[config.mk]
export PLATFORM = sky130hd
export DESIGN_NAME = io_arbiter_flat
export DESIGN_NICKNAME = d
export VERILOG_FILES = /design/src/rtl/io_arb_pkg.sv /design/src/rtl/io_arbiter_if.sv /design/src/rtl/io_rr_picker.sv /design/src/rtl/io_arbiter.sv /design/src/flat_wrapper.sv
export SDC_FILE = /design/constraint.sdc
export NUM_CORES = 1
export LEC_CHECK = 0
export CAP_MARGIN = 20
export CELL_PAD_IN_SITES_DETAIL_PLACEMENT = 2
export CELL_PAD_IN_SITES_GLOBAL_PLACEMENT = 2
export CORE_MARGIN = 4
export CORE_UTILIZATION = 30
export CTS_BUF_LIST = sky130_fd_sc_hd__clkbuf_8
export DETAILED_ROUTE_END_ITERATION = 10
export GPL_TIMING_DRIVEN = 0
export PLACE_DENSITY_LB_ADDON = 0.1
export REMOVE_ABC_BUFFERS = 1
export SYNTH_ARGS = -nofsm -noshare
export SYNTH_HDL_FRONTEND = slang
export SYNTH_SLANG_ARGS = --single-unit
[constraint.sdc]
create_clock -name CLOCK_50 -period 5.2 [get_ports CLOCK_50]
set_input_delay 0.78 -clock CLOCK_50 [delete_from_list [all_inputs] [get_ports CLOCK_50]]
set_output_delay 0.78 -clock CLOCK_50 [all_outputs]
set_load 0.01 [all_outputs]
[src/rtl/io_arb_pkg.sv]
// Shared types and constants for the board I/O arbiter: FSM states, register
// addresses and the per-access command payload.
package io_arb_pkg;

    typedef enum logic [1:0] {
        IDLE  = 2'd0,
        GRANT = 2'd1,
        ACK   = 2'd2
    } arb_state_e;

    localparam logic [1:0] ADDR_LEDG = 2'd0;
    localparam logic [1:0] ADDR_HEX  = 2'd1;
    localparam logic [1:0] ADDR_SW   = 2'd2;
    localparam logic [1:0] ADDR_BTN  = 2'd3;

    localparam int unsigned LEDG_W = 10;
    localparam int unsigned HEX_W  = 16;
    localparam int unsigned SW_W   = 10;
    localparam int unsigned BTN_W  = 2;

    typedef struct packed {
        logic       we;
        logic [1:0] addr;
    } io_cmd_t;

endpackage

[src/rtl/io_arbiter_if.sv]
// Per-core request/grant bus between the processor cores and io_arbiter.
// With IO_ARB_LOCK_EN defined the bus carries a per-core lock vector.
interface io_arbiter_if #(
    parameter int unsigned NCORES = 4,
    parameter int unsigned DW     = 16
);
    logic [NCORES-1:0]          req;
    logic [NCORES-1:0]          we;
    logic [NCORES-1:0][1:0]     addr;
    logic [NCORES-1:0][DW-1:0]  wdata;
    logic [NCORES-1:0]          gnt;
    logic [NCORES-1:0]          ack;
    logic [DW-1:0]              rdata;
`ifdef IO_ARB_LOCK_EN
    logic [NCORES-1:0]          lock;

    modport master (output req, we, addr, wdata, lock, input gnt, ack, rdata);
    modport slave  (input req, we, addr, wdata, lock, output gnt, ack, rdata);
`else
    modport master (output req, we, addr, wdata, input gnt, ack, rdata);
    modport slave  (input req, we, addr, wdata, output gnt, ack, rdata);
`endif
endinterface

[src/rtl/io_rr_picker.sv]
// Combinational round-robin picker: first requester at or after ptr wins.
module io_rr_picker #(
    parameter  int unsigned N  = 4,
    localparam int unsigned PW = (N > 1) ? $clog2(N) : 1
) (
    input  logic [N-1:0]  req,
    input  logic [PW-1:0] ptr,
    output logic [N-1:0]  gnt_c
);
    logic [PW-1:0] idx;
    logic          found;

    always_comb begin
        gnt_c = '0;
        found = 1'b0;
        idx   = '0;
        for (int unsigned k = 0; k < N; k++) begin
            idx = PW'((32'(ptr) + k) % N);
            if (!found && req[idx]) begin
                gnt_c[idx] = 1'b1;
                found      = 1'b1;
            end
        end
    end

endmodule

[src/rtl/io_arbiter.sv]
// Round-robin arbiter giving NCORES cores access to the board LEDs, hex display,
// switches and buttons. Optional macro IO_ARB_LOCK_EN enables locked back-to-back access.
module io_arbiter
    import io_arb_pkg::*;
#(
    parameter int unsigned NCORES = 4,
    parameter int unsigned DW     = 16
) (
    input  logic              CLOCK_50,
    input  logic              nReset,
    io_arbiter_if.slave       bus,
    input  logic [SW_W-1:0]   SW,
    input  logic [BTN_W-1:0]  Buttons,
    output logic [LEDG_W-1:0] LEDG,
    output logic [HEX_W-1:0]  hex_value
);
    localparam int unsigned PW = (NCORES > 1) ? $clog2(NCORES) : 1;

    arb_state_e         state, state_nxt;
    logic [NCORES-1:0]  gnt_r, gnt_nxt, ack_r, ack_nxt, pick_c;
    logic [DW-1:0]      rdata_r, rdata_nxt, rd_c, wdata_c;
    logic [PW-1:0]      ptr, ptr_nxt, pick_idx, sel_idx;
    logic [LEDG_W-1:0]  ledg_nxt;
    logic [HEX_W-1:0]   hex_nxt;
    logic [SW_W-1:0]    sw_s1, sw_s2;
    logic [BTN_W-1:0]   btn_s1, btn_s2, btn_s3, pending, btn_rise_c;
    logic               btn_clr_c;
    io_cmd_t            cmd_c;

    io_rr_picker #(.N(NCORES)) u_picker (
        .req   (bus.req),
        .ptr   (ptr),
        .gnt_c (pick_c)
    );

    assign bus.gnt   = gnt_r;
    assign bus.ack   = ack_r;
    assign bus.rdata = rdata_r;

    // One-hot to index for the fresh pick and for the core currently granted
    always_comb begin
        pick_idx = '0;
        sel_idx  = '0;
        for (int unsigned i = 0; i < NCORES; i++) begin
            if (pick_c[i]) pick_idx = PW'(i);
            if (gnt_r[i])  sel_idx  = PW'(i);
        end
    end

    assign cmd_c   = {bus.we[sel_idx], bus.addr[sel_idx]};
    assign wdata_c = bus.wdata[sel_idx];

    always_comb begin
        rd_c = '0;
        case (cmd_c.addr)
            ADDR_LEDG: rd_c = DW'(LEDG);
            ADDR_HEX:  rd_c = DW'(hex_value);
            ADDR_SW:   rd_c = DW'(sw_s2);
            default:   rd_c = DW'(pending);
        endcase
    end

    // Button edges are detected on the synchronised copy; a fresh edge beats a clearing read
    assign btn_rise_c = btn_s2 & ~btn_s3;

    always_ff @(posedge CLOCK_50 or negedge nReset) begin
        if (!nReset) begin
            sw_s1   <= '0;
            sw_s2   <= '0;
            btn_s1  <= '0;
            btn_s2  <= '0;
            btn_s3  <= '0;
            pending <= '0;
        end else begin
            sw_s1   <= SW;
            sw_s2   <= sw_s1;
            btn_s1  <= Buttons;
            btn_s2  <= btn_s1;
            btn_s3  <= btn_s2;
            pending <= (btn_clr_c ? '0 : pending) | btn_rise_c;
        end
    end

    always_ff @(posedge CLOCK_50 or negedge nReset) begin
        if (!nReset) begin
            state     <= IDLE;
            gnt_r     <= '0;
            ack_r     <= '0;
            rdata_r   <= '0;
            ptr       <= '0;
            LEDG      <= '0;
            hex_value <= '0;
        end else begin
            state     <= state_nxt;
            gnt_r     <= gnt_nxt;
            ack_r     <= ack_nxt;
            rdata_r   <= rdata_nxt;
            ptr       <= ptr_nxt;
            LEDG      <= ledg_nxt;
            hex_value <= hex_nxt;
        end
    end

    always_comb begin
        state_nxt = state;
        case (state)
            IDLE:    if (|bus.req) state_nxt = GRANT;
            GRANT:   state_nxt = ACK;
            ACK: begin
                state_nxt = IDLE;
`ifdef IO_ARB_LOCK_EN
                if (|(bus.lock & ack_r)) state_nxt = GRANT;
`endif
            end
            default: state_nxt = IDLE;
        endcase
    end

    // The access itself happens on the GRANT->ACK edge
    always_comb begin
        gnt_nxt   = '0;
        ack_nxt   = '0;
        rdata_nxt = '0;
        ptr_nxt   = ptr;
        ledg_nxt  = LEDG;
        hex_nxt   = hex_value;
        btn_clr_c = 1'b0;
        case (state)
            IDLE: begin
                if (|bus.req) begin
                    gnt_nxt = pick_c;
                    ptr_nxt = (pick_idx == PW'(NCORES - 1)) ? '0 : pick_idx + 1'b1;
                end
            end
            GRANT: begin
                ack_nxt   = gnt_r;
                rdata_nxt = rd_c;
                if (cmd_c.we) begin
                    if (cmd_c.addr == ADDR_LEDG)     ledg_nxt = wdata_c[LEDG_W-1:0];
                    else if (cmd_c.addr == ADDR_HEX) hex_nxt  = wdata_c[HEX_W-1:0];
                end else if (cmd_c.addr == ADDR_BTN) begin
                    btn_clr_c = 1'b1;
                end
            end
            ACK: begin
`ifdef IO_ARB_LOCK_EN
                if (|(bus.lock & ack_r)) gnt_nxt = ack_r;
`endif
            end
            default: ;
        endcase
    end

endmodule

[src/flat_wrapper.sv]
// flat-port wrapper written by rule: the top's interface ports become plain ports
module io_arbiter_flat import io_arb_pkg::*;
#(
    parameter int unsigned NCORES = 4,
    parameter int unsigned DW     = 16
)
  (CLOCK_50, nReset, SW, Buttons, LEDG, hex_value, bus_req, bus_we, bus_addr, bus_wdata, bus_gnt, bus_ack, bus_rdata);
  io_arbiter_if #(.NCORES(NCORES), .DW(DW)) bus_i ();
  input  logic CLOCK_50;
  input  logic nReset;
  input  logic [SW_W-1:0] SW;
  input  logic [BTN_W-1:0] Buttons;
  output logic [LEDG_W-1:0] LEDG;
  output logic [HEX_W-1:0] hex_value;
  input wire logic [$bits(bus_i.req)-1:0] bus_req;
  input wire logic [$bits(bus_i.we)-1:0] bus_we;
  input wire logic [$bits(bus_i.addr)-1:0] bus_addr;
  input wire logic [$bits(bus_i.wdata)-1:0] bus_wdata;
  output wire logic [$bits(bus_i.gnt)-1:0] bus_gnt;
  output wire logic [$bits(bus_i.ack)-1:0] bus_ack;
  output wire logic [$bits(bus_i.rdata)-1:0] bus_rdata;
  assign bus_i.req = bus_req;
  assign bus_i.we = bus_we;
  assign bus_i.addr = bus_addr;
  assign bus_i.wdata = bus_wdata;
  assign bus_gnt = bus_i.gnt;
  assign bus_ack = bus_i.ack;
  assign bus_rdata = bus_i.rdata;
  io_arbiter #(.NCORES(NCORES), .DW(DW)) u_core (.CLOCK_50(CLOCK_50), .nReset(nReset), .bus(bus_i), .SW(SW), .Buttons(Buttons), .LEDG(LEDG), .hex_value(hex_value));
endmodule
# Yosys cells after proc, flatten, opt, wreduce, memory -nomap -nowiden
# Index checks and enable logic that the tools add are counted.
# Widths: inputs -> output; s select.
# word_totals
in_bits,94
regBits,82
# op_classes
addsub,4
n_bitwise,7
n_reduce_logical,16
order_cmp,9
n_mux,47
eq_ne,6
# op_table
operator,n
$pmux 16 s3,1
$bmux 16 s2,1
$mux 16,2
$mux 4,7
$mux 1,17
$mux 2,8
$lt 2x3->1 const B,5
$or 4x4->4,3
$bmux 1 s2,5
$demux 1 s2,4
$ge 2x1->1 const B,4
$logic_and 1x1->1,7
$eq 2x2->1 const B,3
$add 2x1->2 const B,2
$add 2x2->2 const B,2
$bmux 2 s2,1
$eq 2x1->1 const B,2
$logic_not 2->1,2
$pmux 2 s2,1
$reduce_and 4->1,1
$reduce_or 4->1,1
$logic_not 1->1,3
$reduce_and 3->1,1
$and 2x2->2,1
5 further kinds,5

# Logic depth before layout (Yosys ltp)
# depth
word_depth,17
ltp_mapped,9

# By module
# A second synthesis with hierarchy kept.
# unflattened
cells_unflattened,295
hier_area_um2,3794.9
# by_module_without_submodules
mod,instances,area_per_inst_um2,cells_per_inst
io_arbiter,1,3457.1,259
io_rr_picker,1,337.8,36

# Least setup slack after synthesis
# Ideal clock, no wire load.
# synth_timing
kind,register to register
from,reg u_core.ptr[0]
to,reg u_core.ptr[0]
t_required_ns,5.079
setup_time_ns,0.121
stages_incl_launch_ff,10
t_arrival_ns,2.364
period_less_slack_ns,2.485
setup_slack_ns,2.715
n_path_buf,1
cell_sequence,dfrtp_1 buf_6 inv_1 ha_1 mux4_1 nor4b_4 nand2_1 nand3_1 nor2_1 a22o_1
# synth_between
elab_chain_cells,17
word_cells_on_any_way,53
cone_classes,add/sub (4); order compare (8); eq/ne (1); mux (27); bitwise (3); reduce/logical (10)
# synth_rtl
element,line,text
start: declaration,io_arbiter.sv:22,"logic [PW-1:0] ptr, ptr_nxt, pick_idx, sel_idx;"
start signal: assignment,io_arbiter.sv:98,ptr <= ptr_nxt;
"parallel branches: the longest is 11 deep, another holds $lt 2x3->1",n/a,
$mux 4 *,io_rr_picker.sv:19,if (!found && req[idx]) begin
$mux 1,io_arbiter.sv:45,if (pick_c[i]) pick_idx = PW'(i);
$mux 2,io_arbiter.sv:45,
$mux 2 *,io_arbiter.sv:45,
$add 2x1->2 / $eq 2x2->1 (equally long branches),io_arbiter.sv:132,ptr_nxt = (pick_idx == PW'(NCORES - 1)) ? '0 : pick_idx + 1'b1;
$mux 2 *,io_arbiter.sv:132,
# Mark *: on every way between the ends. The select of a mux whose other input is x is not followed.
# A chain may end at the register's enable or synchronous reset.

# Worst setup path after layout
# layout_timing
from,"reg u_core.gnt_r[1], in the netlist u_core.bus.gnt[1]"
to,reg u_core.hex_value[5]
# layout_between
elab_chain_cells,8
word_cells_on_any_way,13
cone_classes,eq/ne (1); mux (9); bitwise (1); reduce/logical (2)
# layout_rtl
element,line,text
start: declaration,io_arbiter.sv:20,"logic [NCORES-1:0] gnt_r, gnt_nxt, ack_r, ack_nxt, pick_c;"
start signal: assignment,io_arbiter.sv:95,gnt_r <= gnt_nxt;
$mux 1 *,io_arbiter.sv:46,if (gnt_r[i]) sel_idx = PW'(i);
$mux 2 * (2 in a row),io_arbiter.sv:46,
$bmux 2 s2,io_arbiter.sv:50,"assign cmd_c = {bus.we[sel_idx], bus.addr[sel_idx]};"
$mux 2 (implied by the code),io_arbiter.sv:50,
$logic_not 2->1,io_arbiter.sv:139,if (cmd_c.addr == ADDR_LEDG) ledg_nxt = wdata_c[LEDG_W-1:0];
$not 1->1 (no source line),n/a,
$reduce_and 4->1 (no source line),n/a,
end signal: assignment,io_arbiter.sv:100,hex_value <= hex_nxt;
end: declaration,io_arbiter.sv:15,output logic [HEX_W-1:0] hex_value
# Every way passes the cells marked *; elsewhere a longest branch is shown, timed or not. The select of a mux whose other input is x is not followed.

==> impl_metrics.ini <==
[critical_path]
required_ns = 5.45
critical-path-slowest-cell = sky130_fd_sc_hd__dfrtp_1
worst-setup-path-type = flip-flop to flip-flop
cpPeakStageDelay_ns = 0.88
cp_max_fo = 16
end_kind = flip-flop
critPathArrivalTime_ns = 3.76
crit_path_cell_trace = buf_8 -> mux2i_1 -> o21ai_2 -> o22ai_2 -> nand2_1 -> nor2_4 -> mux2_1
setup.worst_path.start_class = flip-flop

[floorplan]
fp.dieW_um = 120.3
io_pins = 144
die_area_sq_um = 14470
fp-row-count = 40
initial_core_util = 0.3110
die-height_um = 120.3
placeableCoreArea_sq_um = 12160

[final_layout]
seqCellArea_sq_um = 2052
multi_input_comb_area_sq_um = 1628
final_nets = 556
nFillCells = 1250
drive_above_1_share = 0.1020
layout.cell_area.non_filler_sq_um = 5630
synthToLayoutAreaGrowth_pct = 48.86
n_antenna_cell = 0

[clock_network]
postCtsHoldBufs = 0
worst_skew_pair_later_pin_latency_ns = 0.37
number_of_buffers_on_the_longest_clock_path = 2
clock_tree_from_tritoncts = built
post-cts-setup-buffers = 0
post_cts_resize_count = 0
clock_sink_count = 82
cts_root_buf = sky130_fd_sc_hd__clkbuf_8
clkSlewWorstSetupHoldPaths_ns = 0.08
h-tree-depth = 3
cts_buffers = 9

[sta]
tightestPinTransition_ns = 0.9116
share_of_the_cycle_needed_by_the_critical_path_after_routing = 0.6746
setup_viol = 0
period_minus_slack_ns = 3.508
final_hold_viol_count = 0
max_freq_mhz = 285.1
timing.slew.headroom = 0.3903
setup_repair_after_global_routing_missed_its_margin = no
fin_ws_ns = 1.692
final.setup.tns_ns = 0
final-max-slew-violation-count = 0
worst_case_clock_skew_ns = 0.008479

[power_and_ir_drop]
power.ir.vdd_worst_mv = 0.2094
powerDensity_nw_per_um2 = 547.1
leakage_nw = 2.373

[logic_synthesis]
synth_enable_flop_cells = 0
synth.cell_area_sq_um = 3782
synth_cell_type_count = 39
syn_inst_count = 314
post-synth-top-area-fraction = 0.5425
ys_dominant_reg_cell = sky130_fd_sc_hd__dfrtp_1
synth-warning-count = 0
syn-mean-instance-area_sq_um = 12.05
flop_and_latch_count_out_of_synthesis = 82
postSynth.asyncResetShare = 1.000
synth.top_cells.by_area = sky130_fd_sc_hd__dfrtp_1 (54%), sky130_fd_sc_hd__mux2i_1 (7.1%), sky130_fd_sc_hd__mux2_1 (5.1%)
ys_seq_area_frac = 0.5425
synth_largest_area_cell = sky130_fd_sc_hd__dfrtp_1

[place]
gp_routability_congestion = 0.7343
placement.setup.worst_slack_ns = 1.639
place_area_sq_um = 5435
dp.final_hpwl_mm = 8.730
place.port_buffers = 143

[global_routing]
grt_start_max_net_pins = 43
grt_antenna_before_repair = 0
grt_pass1_wl_mm = 18.74
grt-ovfl-total = 0
first_global_vias = 3393
track_usage = 0.1688

[route]
remaining_number_of_nets_flagged_by_the_antenna_check_after_routing = 0
drc = 0
firstDrtPassIters = 4
first_iter_violations = 95
drt-vias-per-instance = 4.739
route.vias.total = 2981
drt-wirelength-per-cell_um = 18.68
routed_wl_mm = 11.75

[job]
drv_cap = 0

[status]
status = finished clean

[hold_path]
holdCritPathClass = flip-flop to flip-flop
[sequential cells by signal, summed over array words and instances (netlist names), 4 cells and up]
register / count
u_core.bus.ack: 4
u_core.sw_s2: 10
u_core.sw_s1: 10
u_core.bus.rdata: 16
u_core.LEDG: 10
u_core.bus.gnt: 4
u_core.hex_value: 16
[path summary, 6_finish.rpt]
path	start	slack [ns]	depth (start not counted)	end
max in group asynchronous	nReset	4.21	2	u_core.sw_s1[8]$_DFF_PN0_
hold / removal	u_core.sw_s1[2]$_DFF_PN0_	0.35	0	u_core.sw_s2[2]$_DFF_PN0_
min in group asynchronous	nReset	0.39	1	u_core.bus.ack[3]$_DFF_PN0_
setup reg to reg	u_core.bus.gnt[1]$_DFF_PN0_	1.69	7	u_core.hex_value[5]$_DFFE_PN0P_
hold reg to reg	u_core.sw_s1[2]$_DFF_PN0_	0.35	0	u_core.sw_s2[2]$_DFF_PN0_
setup / recovery	u_core.bus.gnt[1]$_DFF_PN0_	1.69	7	u_core.hex_value[5]$_DFFE_PN0P_
[cell type report]
class                           instances  share of cell area
Clock buffer                            9             0.02200
Clock inverter                          7             0.01267
Inverter                                7            0.004667
Multi-Input combinational cell        209              0.2891
Sequential cell                        82              0.3644
Tap cell                              168             0.03733
Timing Repair Buffer                  147              0.2698
[routing by layer]
metal / track usage / vias to the layer above / routed length, um
li1: - / 1381 / -
met1: 0.2079 / 1496 / 5039
met2: 0.2824 / 93 / 5826
met3: 0.05753 / 11 / 756
met4: 0.04816 / 0 / 129
met5: 0 / - / 0
[worst max-delay path, delay by kind of cell, from the launching register on]
| kind | cells | cell delay, ns |
|---|---|---|
| AOI/OAI and AO/OA | 2 | 0.89 |
| muxes | 2 | 0.63 |
| and+or+nand+nor | 2 | 0.75 |
| buffers and inverters | 1 | 0.24 |
| DFF | 1 | 0.88 |
[metrics by stage]
| stage | hold slack (ns) | power, mW | utilization | std cells |
|---|---|---|---|---|
| after floorplan | 0.3312 | 1.882 | - | 298 |
| after global placement | 0.3321 | 2.559 | 0.4392 | 609 |
| after detailed placement | 0.3379 | 2.668 | 0.4469 | 613 |
| after CTS | 0.3575 | 3.144 | 0.4630 | 629 |
| after global routing | 0.3636 | 3.326 | 0.4630 | 629 |
| final | 0.3549 | 3.080 | 0.4630 | 629 |
[where the power goes]
group          internal (mW)  total [mW]  switching (mW)
logic                  0.844        1.62           0.771
registers              0.819        1.01           0.188
clock network          0.220       0.457           0.237
total                   1.88        3.08            1.20
[synth_stat cells (all sizes together) (7+ instances only)]
library cell,number
a21oi,16
a2bb2oi,8
buf,9
clkbuf,7
dfrtp,82
inv,7
mux2,27
mux2i,28
nand2,35
nor2,31
o21ai,23
[kinds of logic after synthesis]
logic type | after synthesis | share of synthesized area
muxes | 61 | 0.2044
adders and majority gates | 6 | 0.01985
and+or+nand+nor | 85 | 0.1082
DFF | 82 | 0.5425
buffers and inverters | 23 | 0.02878
AOI/OAI and AO/OA | 57 | 0.09627
[cell usage in the layout, fill, tap and decap left out, types with 2 or more instances in the layout]
master                            instances
sky130_fd_sc_hd__nand2b_1                 3
sky130_fd_sc_hd__mux4_2                   5
sky130_fd_sc_hd__buf_16                   2
sky130_fd_sc_hd__and3_1                   6
sky130_fd_sc_hd__a2bb2oi_1                8
sky130_fd_sc_hd__mux2_4                  10
sky130_fd_sc_hd__clkinvlp_4               2
sky130_fd_sc_hd__a22o_1                   2
sky130_fd_sc_hd__o21ai_1                  5
sky130_fd_sc_hd__nand2_1                 35
sky130_fd_sc_hd__nor2_1                  30
sky130_fd_sc_hd__clkbuf_8                 9
sky130_fd_sc_hd__o21ai_0                 17
sky130_fd_sc_hd__dfrtp_1                 82
sky130_fd_sc_hd__and2_1                   5
sky130_fd_sc_hd__inv_2                    2
sky130_fd_sc_hd__inv_1                    6
sky130_fd_sc_hd__mux2_1                  17
sky130_fd_sc_hd__a21oi_1                 16
sky130_fd_sc_hd__clkinv_4                 2
sky130_fd_sc_hd__a221oi_1                 2
sky130_fd_sc_hd__ha_1                     6
sky130_fd_sc_hd__clkdlybuf4s50_1        142
sky130_fd_sc_hd__mux2i_1                 27
(Power assumes the default switching activity.)
